### src/rtl/tty_text_writer_pkg.sv
// Shared constants for the TTY text writer: screen geometry, register offsets,
// ASCII control codes and FSM state encodings.
package tty_text_writer_pkg;

  localparam int COLS = 80;
  localparam int ROWS = 30;
  localparam int AW   = 12;

  localparam logic [31:0] REG_TXD    = 32'h0000_0000;
  localparam logic [31:0] REG_CTRL   = 32'h0000_0004;
  localparam logic [31:0] REG_CURSOR = 32'h0000_0008;

  localparam logic [7:0] ASCII_BS    = 8'h08;
  localparam logic [7:0] ASCII_LF    = 8'h0A;
  localparam logic [7:0] ASCII_CR    = 8'h0D;
  localparam logic [7:0] ASCII_SPACE = 8'h20;
  localparam logic [7:0] ASCII_TILDE = 8'h7E;

  localparam logic [2:0] ST_IDLE      = 3'd0;
  localparam logic [2:0] ST_PUT       = 3'd1;
  localparam logic [2:0] ST_SCROLL_RD = 3'd2;
  localparam logic [2:0] ST_SCROLL_WR = 3'd3;
  localparam logic [2:0] ST_CLR_LINE  = 3'd4;
  localparam logic [2:0] ST_CLR_ALL   = 3'd5;

  function automatic logic [AW-1:0] cell_addr(input logic [4:0] row, input logic [6:0] col);
    logic [AW-1:0] r;
    r = AW'(row);
    return r * AW'(COLS) + AW'(col);
  endfunction

endpackage

### src/rtl/tty_text_writer_cursor.sv
// Cursor column/row counters with wrap, backspace, CR/LF and clamped load.
// scroll_req flags a row advance requested while already on the last row.
module tty_text_writer_cursor
  import tty_text_writer_pkg::*;
(
  input  logic       clk_50mhz,
  input  logic       rst_n,
  input  logic       inc,
  input  logic       dec,
  input  logic       cr,
  input  logic       lf,
  input  logic       load,
  input  logic       home,
  input  logic [6:0] load_col,
  input  logic [4:0] load_row,
  output logic [6:0] col,
  output logic [4:0] row,
  output logic       scroll_req
);

  localparam logic [6:0] LAST_COL = 7'(COLS - 1);
  localparam logic [4:0] LAST_ROW = 5'(ROWS - 1);

  assign scroll_req = (lf || (inc && col == LAST_COL)) && row == LAST_ROW;

  always_ff @(posedge clk_50mhz or negedge rst_n) begin
    if (!rst_n) begin
      col <= '0;
      row <= '0;
    end else if (home) begin
      col <= '0;
      row <= '0;
    end else if (load) begin
      col <= (load_col > LAST_COL) ? LAST_COL : load_col;
      row <= (load_row > LAST_ROW) ? LAST_ROW : load_row;
    end else if (lf) begin
      col <= '0;
      if (row != LAST_ROW) row <= row + 5'd1;
    end else if (cr) begin
      col <= '0;
    end else if (inc) begin
      if (col == LAST_COL) begin
        col <= '0;
        if (row != LAST_ROW) row <= row + 5'd1;
      end else begin
        col <= col + 7'd1;
      end
    end else if (dec && col != 7'd0) begin
      col <= col - 7'd1;
    end
  end

endmodule

### src/rtl/tty_text_writer.sv
// CPU-bus TTY front end: decodes TXD/CTRL/CURSOR writes, runs the put/scroll/clear
// sequencer and is the only writer of the text VRAM.
module tty_text_writer
  import tty_text_writer_pkg::*;
#(
  parameter logic [31:0] BASE_ADDR = 32'hFFFF_0100
) (
  input  logic          clk_50mhz,
  input  logic          rst_n,
  input  logic          Memwrite,
  input  logic [31:0]   Addrin,
  input  logic [31:0]   BUS,
  output logic [31:0]   status,
  output logic [AW-1:0] vram_addr,
  output logic          vram_we,
  output logic [7:0]    vram_wdata,
  input  logic [7:0]    vram_rdata,
  output logic [6:0]    cur_col,
  output logic [4:0]    cur_row
);

  localparam logic [AW-1:0] ROW_STRIDE    = AW'(COLS);
  localparam logic [AW-1:0] LAST_ROW_BASE = AW'((ROWS - 1) * COLS);
  localparam logic [AW-1:0] SCROLL_LAST   = AW'((ROWS - 1) * COLS - 1);
  localparam logic [AW-1:0] LINE_LAST     = AW'(COLS - 1);
  localparam logic [AW-1:0] SCREEN_LAST   = AW'(ROWS * COLS - 1);

  logic [2:0]    state;
  logic [AW-1:0] idx;
  logic [AW-1:0] p_addr;
  logic [7:0]    p_data;
  logic          p_we;
  logic          p_adv;
  logic          ovf;
  logic          busy;

  logic          hit_txd, hit_ctrl, hit_cur, hit, accept;
  logic [7:0]    txd;
  logic          printable;
  logic          c_inc, c_dec, c_cr, c_lf, c_load, c_home, scroll_req;
  logic [AW-1:0] cur_addr;
  logic          unused_bus;

  assign hit_txd   = Memwrite && Addrin == BASE_ADDR + REG_TXD;
  assign hit_ctrl  = Memwrite && Addrin == BASE_ADDR + REG_CTRL;
  assign hit_cur   = Memwrite && Addrin == BASE_ADDR + REG_CURSOR;
  assign hit       = hit_txd || hit_ctrl || hit_cur;
  assign busy      = state != ST_IDLE;
  assign accept    = hit && !busy;
  assign txd       = BUS[7:0];
  assign printable = txd >= ASCII_SPACE && txd <= ASCII_TILDE;
  assign cur_addr  = cell_addr(cur_row, cur_col);
  assign status    = {30'b0, ovf, busy};
  assign unused_bus = ^BUS[31:13];

  // Control codes act on the cursor in the accept cycle; printables advance after their write.
  assign c_lf   = accept && hit_txd && txd == ASCII_LF;
  assign c_cr   = accept && hit_txd && txd == ASCII_CR;
  assign c_dec  = accept && hit_txd && txd == ASCII_BS;
  assign c_load = accept && hit_cur;
  assign c_inc  = state == ST_PUT && p_adv;
  assign c_home = state == ST_CLR_ALL && idx == SCREEN_LAST;

  tty_text_writer_cursor u_cursor (
    .clk_50mhz  (clk_50mhz),
    .rst_n      (rst_n),
    .inc        (c_inc),
    .dec        (c_dec),
    .cr         (c_cr),
    .lf         (c_lf),
    .load       (c_load),
    .home       (c_home),
    .load_col   (BUS[6:0]),
    .load_row   (BUS[12:8]),
    .col        (cur_col),
    .row        (cur_row),
    .scroll_req (scroll_req)
  );

  always_ff @(posedge clk_50mhz or negedge rst_n) begin
    if (!rst_n) begin
      state  <= ST_IDLE;
      idx    <= '0;
      p_addr <= '0;
      p_data <= '0;
      p_we   <= 1'b0;
      p_adv  <= 1'b0;
      ovf    <= 1'b0;
    end else begin
      if (hit && busy) ovf <= 1'b1;
      else if (accept && hit_ctrl && BUS[1]) ovf <= 1'b0;

      case (state)
        ST_IDLE: if (accept) begin
          state  <= ST_PUT;
          p_we   <= 1'b0;
          p_adv  <= 1'b0;
          p_addr <= cur_addr;
          p_data <= txd;
          if (hit_txd) begin
            if (printable) begin
              p_we  <= 1'b1;
              p_adv <= 1'b1;
            end else if (txd == ASCII_LF && scroll_req) begin
              state <= ST_SCROLL_RD;
              idx   <= '0;
            end else if (txd == ASCII_BS && cur_col != 7'd0) begin
              p_we   <= 1'b1;
              p_addr <= cur_addr - AW'(1);
              p_data <= ASCII_SPACE;
            end
          end else if (hit_ctrl && BUS[0]) begin
            state <= ST_CLR_ALL;
            idx   <= '0;
          end
        end
        ST_PUT: begin
          p_we  <= 1'b0;
          p_adv <= 1'b0;
          if (p_adv && scroll_req) begin
            state <= ST_SCROLL_RD;
            idx   <= '0;
          end else begin
            state <= ST_IDLE;
          end
        end
        ST_SCROLL_RD: state <= ST_SCROLL_WR;
        ST_SCROLL_WR: begin
          if (idx == SCROLL_LAST) begin
            idx   <= '0;
            state <= ST_CLR_LINE;
          end else begin
            idx   <= idx + AW'(1);
            state <= ST_SCROLL_RD;
          end
        end
        ST_CLR_LINE: begin
          if (idx == LINE_LAST) begin
            idx   <= '0;
            state <= ST_IDLE;
          end else begin
            idx <= idx + AW'(1);
          end
        end
        ST_CLR_ALL: begin
          if (idx == SCREEN_LAST) begin
            idx   <= '0;
            state <= ST_IDLE;
          end else begin
            idx <= idx + AW'(1);
          end
        end
        default: state <= ST_IDLE;
      endcase
    end
  end

  // VRAM port mux; scroll copies the synchronous read data straight back one row up.
  always_comb begin
    vram_addr  = '0;
    vram_we    = 1'b0;
    vram_wdata = '0;
    case (state)
      ST_PUT: begin
        vram_addr  = p_addr;
        vram_we    = p_we;
        vram_wdata = p_data;
      end
      ST_SCROLL_RD: vram_addr = idx + ROW_STRIDE;
      ST_SCROLL_WR: begin
        vram_addr  = idx;
        vram_we    = 1'b1;
        vram_wdata = vram_rdata;
      end
      ST_CLR_LINE: begin
        vram_addr  = LAST_ROW_BASE + idx;
        vram_we    = 1'b1;
        vram_wdata = ASCII_SPACE;
      end
      ST_CLR_ALL: begin
        vram_addr  = idx;
        vram_we    = 1'b1;
        vram_wdata = ASCII_SPACE;
      end
      default: ;
    endcase
  end

endmodule

### config.mk
export PLATFORM = sky130hd
export DESIGN_NAME = tty_text_writer
export DESIGN_NICKNAME = d
export VERILOG_FILES = /design/src/rtl/tty_text_writer_pkg.sv /design/src/rtl/tty_text_writer_cursor.sv /design/src/rtl/tty_text_writer.sv
export SDC_FILE = /design/constraint.sdc
export NUM_CORES = 1
export LEC_CHECK = 0
export CAP_MARGIN = 20
export CORE_MARGIN = 2
export CORE_UTILIZATION = 48
export DETAILED_ROUTE_END_ITERATION = 12
export GPL_TIMING_DRIVEN = 1
export MAX_ROUTING_LAYER = met4
export PLACE_DENSITY = 0.8
export SYNTH_ARGS = -nofsm -noshare
export SYNTH_HDL_FRONTEND = slang
export SYNTH_SLANG_ARGS = --single-unit
### constraint.sdc
create_clock -name clk_50mhz -period 3.6 [get_ports clk_50mhz]
set_input_delay 0.72 -clock clk_50mhz [delete_from_list [all_inputs] [get_ports clk_50mhz]]
set_output_delay 0.72 -clock clk_50mhz [all_outputs]
set_load 0.05 [all_outputs]
==> impl_metrics.env, run 1 <==
export IMPL_cp_arrival_ns=2.70
export IMPL_worst_pin_slew_ns=0.8639
export IMPL_p_per_area_nw_per_um2=201.7
export IMPL_cp_endpoint="vram_addr[11]"
export IMPL_cts_buffers=5
export IMPL_layout_commonest_cell="clkdlybuf4s50_1"
export IMPL_antenna_found_initial=0
export IMPL_first_iter_violations=190
export IMPL_crit_type="register to output port"
export IMPL_viasPerCell=5.794
export IMPL_crit_path_end_kind="output port"
export IMPL_cp_slowest_cell="dfrtp_1"
export IMPL_outcome="completed"
export IMPL_grt_overflow=0
export IMPL_ys_types=84
export IMPL_mostFrequentLayoutCells="75 x clkdlybuf4s50_1, 54 x nand2_1, 50 x dfrtp_1"
export IMPL_ys_seq_elements=50
export IMPL_cp_max_fo=4
export IMPL_r2r_end="p_addr[11]"
export IMPL_die_area_um2=10360
export IMPL_max_freq_mhz=292.4
export IMPL_antennaDiodeCount=0
export IMPL_drt_wirelength_per_cell_um=15.74
export IMPL_cp_cell_sequence="nor2b_2 -> nand2b_1 -> ha_1 -> a31o_2 -> a31oi_4 -> nor2_1 -> o21ai_0 -> nand2_1 -> a221o_1 -> buf_12"
export IMPL_max_stage_delay_ns=0.40
export IMPL_rr_startpoint="u_cursor.row[1]"
export IMPL_tritoncts="built"
export IMPL_ios=140
export IMPL_cts_buffer_depth=2
export IMPL_hold_viol=0
export IMPL_syn_inst=555
export IMPL_placementRows=35
export IMPL_cts_htree_levels=2
export IMPL_clock_sinks=50
export IMPL_path_clk_slew_ns=0.09
export IMPL_finalSetupViolCount=0
export IMPL_dpl_hpwl_um=9358
export IMPL_synth_edf_count=0
export IMPL_ant_nets=0
export IMPL_synth_avg_cell_area_um2=8.271
export IMPL_required_ns=2.88
export IMPL_start_util_pct=49.68
export IMPL_track_usage_pct=24.20
export IMPL_final_min_clock_period_ns=3.420
export IMPL_dr_pass1_iters=5
export IMPL_grt_max_degree=40
export IMPL_syn_area_um2=4591
export IMPL_fillers=811
export IMPL_worst_slack_ns=0.1802
export IMPL_setup_tns_ns=0
export IMPL_grt_pass1_wl_um=19820
export IMPL_grt_pass1_vias=4136
export IMPL_root_buffer="clkbuf_8"
export IMPL_finalMaxSlewViolations=0
export IMPL_die_w_um=101.8
export IMPL_timing_final_crit_share_pct=94.99
export IMPL_r2r_cells=9
export IMPL_clkLatencyLatePin_ns=0.32
export IMPL_crit_start="state[1]"
export IMPL_synth_warning_count=0
export IMPL_final_nets=725
export IMPL_worstSetupStartpointType="register"
export IMPL_port_buffers=90
export IMPL_drive_gt1_share_pct=10.51
export IMPL_dp_worst_setup_slack_ns=0.3540
export IMPL_gp_congestion=0.8855
export IMPL_ir_drop_uv=135.0
export IMPL_rsz0062_at_grt="no"
export IMPL_maxSlewHeadroom_pct=42.41
export IMPL_reg2reg_slack_ns=0.43
export IMPL_synth_seq_area_share_pct=27.26
export IMPL_dominantRegCellSynth="dfrtp_1"
export IMPL_p_leak_nw=2.349
export IMPL_syn_to_final_growth_pct=22.70
export IMPL_die_h_um=101.8
export IMPL_clock_skew_ns=0.01715
export IMPL_drc=0
export IMPL_async_flop_share_pct=100.0
export IMPL_num_vias=4386
export IMPL_core_um2=9240
export IMPL_min_path_type="register to register"
export IMPL_cap_violations=0
export IMPL_postCtsSetupBuffers=0
export IMPL_routed_wl_um=11920
synthesized netlist by cell type, types with 3 or more instances:
| master | n | area [µm²] |
|---|---|---|
| nand2_1 | 54 | 202.7 |
| dfrtp_1 | 50 | 1251 |
| o21ai_0 | 40 | 200.2 |
| a21oi_1 | 37 | 185.2 |
| buf_4 | 32 | 240.2 |
| nor2_1 | 31 | 116.4 |
| ha_1 | 21 | 262.8 |
| nand3_1 | 21 | 105.1 |
| inv_1 | 20 | 75.07 |
| xnor2_1 | 20 | 175.2 |
| clkbuf_1 | 14 | 52.55 |
| nand2b_1 | 12 | 75.07 |
| a31oi_1 | 11 | 68.82 |
| and3_1 | 11 | 68.82 |
| mux2i_1 | 11 | 110.1 |
| nor3_1 | 11 | 55.05 |
| buf_2 | 8 | 40.04 |
| nand4_1 | 8 | 50.05 |
| mux2_2 | 6 | 67.56 |
| nor2b_1 | 6 | 37.54 |
| xor2_1 | 6 | 52.55 |
| buf_6 | 5 | 56.30 |
| o22ai_1 | 5 | 31.28 |
| or3_1 | 5 | 31.28 |
| a22oi_1 | 4 | 30.03 |
| a32o_1 | 4 | 40.04 |
| nor4_1 | 4 | 25.02 |
| nor4b_1 | 4 | 35.03 |
| o31ai_1 | 4 | 30.03 |
| a211o_1 | 3 | 26.28 |
| a211oi_1 | 3 | 22.52 |
| a22o_1 | 3 | 26.28 |
| and4_1 | 3 | 26.28 |
| buf_1 | 3 | 11.26 |
| nand4b_1 | 3 | 26.28 |
| o21a_1 | 3 | 22.52 |
| o21ai_1 | 3 | 15.01 |
| o21bai_1 | 3 | 22.52 |
| o2bb2ai_1 | 3 | 26.28 |
| or2_2 | 3 | 18.77 |
layer usage:
layer	wire length, µm	track usage, %	up-vias
met5	0	-	-
met4	176	4.886	0
met3	597	3.313	21
met2	6002	40.64	153
met1	5141	31.23	2113
li1	-	-	2099
how the worst min path moves through the flow:
stage	start	to	slack (ns)	cells after the start
global route	p_addr[4]	p_addr[4]	0.53	2
CTS	p_addr[10]	p_addr[10]	0.50	2
global placement	p_addr[9]	p_addr[9]	0.47	2
floorplan	rst_n	idx[0]	0.42	0
finish	p_addr[2]	p_addr[2]	0.49	2
detailed placement	p_addr[10]	p_addr[10]	0.47	2
stage by stage:
stage,cell area (µm²),cells,power [mW],utilization [%],hold WS [ns]
2_1_floorplan,4715,584,0.6876,-,0.4244
3_3_place_gp,5494,748,0.7414,59.46,0.4687
3_5_place_dp,5505,749,0.7438,59.58,0.4735
4_1_cts,5615,757,1.140,60.77,0.4976
5_1_grt,5633,757,1.175,60.96,0.5253
6_report,5633,757,1.136,60.96,0.4915
flip-flops by register name, summed over array words and instances, names as in the netlist:
| register | flops |
|---|---|
| p_data | 8 |
| ovf | 1 |
| p_we | 1 |
| p_addr | 12 |
| idx | 12 |
| p_adv | 1 |
| state | 3 |
| u_cursor.row | 5 |
| u_cursor.col | 7 |
power by group:
part	leakage (nW)	switching [mW]	internal, mW
logic	1.68	0.111	0.0616
clock network	0.0514	0.195	0.208
registers	0.620	0.0000000966	0.561
total	2.35	0.306	0.830
area by class of cell:
type                            count  area [µm²]  area share [%]
Clock inverter                      2       37.54          0.6664
Timing Repair Buffer              100        1040           18.46
Inverter                           21       81.33           1.444
Multi-Input combinational cell    449        2989           53.07
Tap cell                          129       161.4           2.865
Clock buffer                        6       72.57           1.288
Sequential cell                    50        1251           22.21
worst max-delay path: cells and delay by family (launching register included):
family                   cells  cell delay [ns]
AO/OA/AOI/OAI                4             1.04
adder cells (fa/ha/maj)      1             0.33
AND/OR/NAND/NOR              4             0.46
buffers and inverters        1             0.17
flip-flops                   1             0.40
repair_timing:
item                                   4_1_cts  5_1_grt
setup endpoints to repair                    0        1
resized for setup                            0        3
hold buffers                                 0        0
endpoints found under the hold margin        0        0
cell families after synthesis:
family                     count (synthesis)  synth area share (%)
and+or+nand+nor                          202                 25.38
xor gates and xnor gates                  26                 4.961
other                                      1               0.08169
DFF                                       50                 27.26
muxes                                     17                 3.870
buffers and inverters                     85                 10.71
AOI/OAI and AO/OA                        151                 21.15
adders and majority gates                 23                 6.596
Note: power is estimated with default switching activity, not from simulation.
==> inputs of run 2 (changes only) <==
--- a/config.mk
+++ b/config.mk
@@ -12,6 +12,7 @@
 export GPL_TIMING_DRIVEN = 1
 export MAX_ROUTING_LAYER = met4
 export PLACE_DENSITY = 0.8
+export SLEW_MARGIN = 20
 export SYNTH_ARGS = -nofsm -noshare
 export SYNTH_HDL_FRONTEND = slang
 export SYNTH_SLANG_ARGS = --single-unit
==> run 2 against run 1 <==
Clock power hardly changed. Setup slack got worse by 0.059 ns. Power is essentially flat.
==> impl_metrics.env, run 2 (synthesized netlist as in run 1, its figures left out) <==
export IMPL_cp_cell_sequence="nor2b_2 -> nand2b_1 -> ha_1 -> a31o_2 -> a31oi_2 -> nor2_1 -> o21ai_0 -> nand2_1 -> a221o_1 -> buf_12"
export IMPL_cp_max_fo=4
export IMPL_ant_nets=0
export IMPL_p_sw_share_pct=27.12
export IMPL_cap_violations=0
export IMPL_layout_commonest_cell="clkdlybuf4s50_1"
export IMPL_cp_arrival_ns=2.76
export IMPL_mostFrequentLayoutCells="75 x clkdlybuf4s50_1, 54 x nand2_1, 50 x dfrtp_1"
export IMPL_dpl_hpwl_um=9313
export IMPL_final_min_clock_period_ns=3.479
export IMPL_root_buffer="clkbuf_8"
export IMPL_finalSetupViolCount=0
export IMPL_p_leak_nw=2.350
export IMPL_hold_ws_ns=0.4951
export IMPL_first_iter_violations=227
export IMPL_maxSlewHeadroom_pct=38.94
export IMPL_start_util_pct=49.68
export IMPL_die_area_um2=10360
export IMPL_dr_pass1_iters=4
export IMPL_fillers=810
export IMPL_gp_congestion=0.8855
export IMPL_antennaDiodeCount=0
export IMPL_hold_depth=2
export IMPL_placementRows=35
export IMPL_cts_buffers=5
export IMPL_tritoncts="built"
export IMPL_track_usage_pct=24.57
export IMPL_drive_gt1_share_pct=10.54
export IMPL_grt_pass1_vias=4127
export IMPL_clock_sinks=50
export IMPL_antenna_found_initial=0
export IMPL_hold_viol=0
export IMPL_required_ns=2.88
export IMPL_max_stage_delay_ns=0.40
export IMPL_max_freq_mhz=287.5
export IMPL_cts_hold_buf=0
export IMPL_cp_slowest_cell="dfrtp_1"
export IMPL_path_buf_inv=1
export IMPL_worstSetupStartpointType="register"
export IMPL_drt_wirelength_per_cell_um=15.92
export IMPL_timing_final_crit_share_pct=96.63
export IMPL_ios=140
export IMPL_drc=0
export IMPL_p_switching_uw=307.8
export IMPL_grt_max_degree=40
export IMPL_pwr_share_comb_pct=15.2
export IMPL_rsz0062_at_grt="no"
export IMPL_finalMaxSlewViolations=0
export IMPL_r2r_cells=9
export IMPL_multiInputGateArea_um2=2984
export IMPL_ir_drop_uv=125.9
export IMPL_p_per_area_nw_per_um2=202.2
export IMPL_crit_path_end_kind="output port"
export IMPL_p_seq_share_pct=49.4
export IMPL_clock_skew_ns=0.01410
export IMPL_critical_path_top_delay_family="compound AO/OA/AOI/OAI gates"
export IMPL_die_w_um=101.8
export IMPL_cts_buffer_depth=2
export IMPL_num_vias=4376
export IMPL_worst_pin_slew_ns=0.9159
export IMPL_p_clk_share_pct=35.4
export IMPL_reg_top3="idx x12, p_addr x12, p_data x8"
export IMPL_path_clk_slew_ns=0.10
export IMPL_viasPerCell=5.796
export IMPL_min_path_type="register to register"
export IMPL_grt_overflow=0
export IMPL_clkLatencyLatePin_ns=0.32
export IMPL_seqCellArea_um2=1251
export IMPL_routed_wl_um=12020
export IMPL_grt_pass1_wl_um=19830
export IMPL_outcome="completed"
export IMPL_cts_htree_levels=2
export IMPL_crit_type="register to output port"
export IMPL_final_nets=724
export IMPL_cp_num_cells=10
export IMPL_syn_to_final_growth_pct=22.29
export IMPL_setup_tns_ns=0
export IMPL_postCtsSetupBuffers=0
export IMPL_p_int_uw=827.3
export IMPL_port_buffers=90
export IMPL_core_um2=9240
export IMPL_die_h_um=101.8
## run 2: final cells by class
cell class,instances,share of cell area (%)
inverter,21,1.449
timing repair buffer,99,18.32
clock buffer,5,1.226
tap,129,2.875
multi-input combinational,449,53.15
clock inverter,2,0.6909
sequential,50,22.29
## run 2: path summary, 6_finish.rpt
| kind | startpoint | to | slack [ns] |
|---|---|---|---|
| worst max register to register | u_cursor.row[1] | p_addr[11] | 0.46 |
| worst min-delay path | p_addr[10] | p_addr[10] | 0.50 |
| worst max-delay path | state[1] | vram_addr[11] | 0.12 |
| worst min register to register | p_addr[10] | p_addr[10] | 0.50 |
| min in group asynchronous | rst_n | p_addr[7] | 0.53 |
| max in group asynchronous | rst_n | p_addr[3] | 2.35 |
## run 2: through the flow
stage	utilization, %	instances	power (mW)	area, µm²	setup WS [ns]
CTS	60.73	755	1.138	5612	0.04400
detailed placement	59.50	748	0.7438	5498	0.3414
finish	60.76	755	1.135	5614	0.1214
floorplan	-	584	0.6876	4715	0.02775
global placement	59.46	748	0.7414	5494	0.4120
global route	60.76	755	1.172	5614	0.008572
## run 2: routing by layer
metal / vias to the layer above / part of all wire (%) / track usage (%)
met5: - / 0 / -
met4: 0 / 1.8 / 6.861
met3: 24 / 5.3 / 3.796
met2: 148 / 50 / 39.98
met1: 2109 / 43 / 31.74
li1: 2095 / - / -
## run 2: worst reg2reg max path, cell delays in order (launching register included)
cell	delay, ns
dfrtp_1	0.47
ha_1	0.36
ha_1	0.22
fa_1	0.56
nand2_1	0.09
or3_1	0.38
o41ai_1	0.37
a221oi_1	0.16
a311o_1	0.35
o211ai_1	0.10
## run 2: timing repair
| action | 4_1_cts | 5_1_grt |
|---|---|---|
| resized for setup | 1 | 1 |
| endpoints found under the setup margin | 1 | 1 |
| endpoints found under the hold margin | 0 | 0 |
## run 2: power groups by stage
stage	Sequential, mW	Combinational [mW]	Clock (mW)
global placement	0.572	0.169	0
detailed placement	0.572	0.172	0
CTS	0.561	0.172	0.406
floorplan	0.572	0.115	0
global route	0.561	0.183	0.427
finish	0.561	0.173	0.402
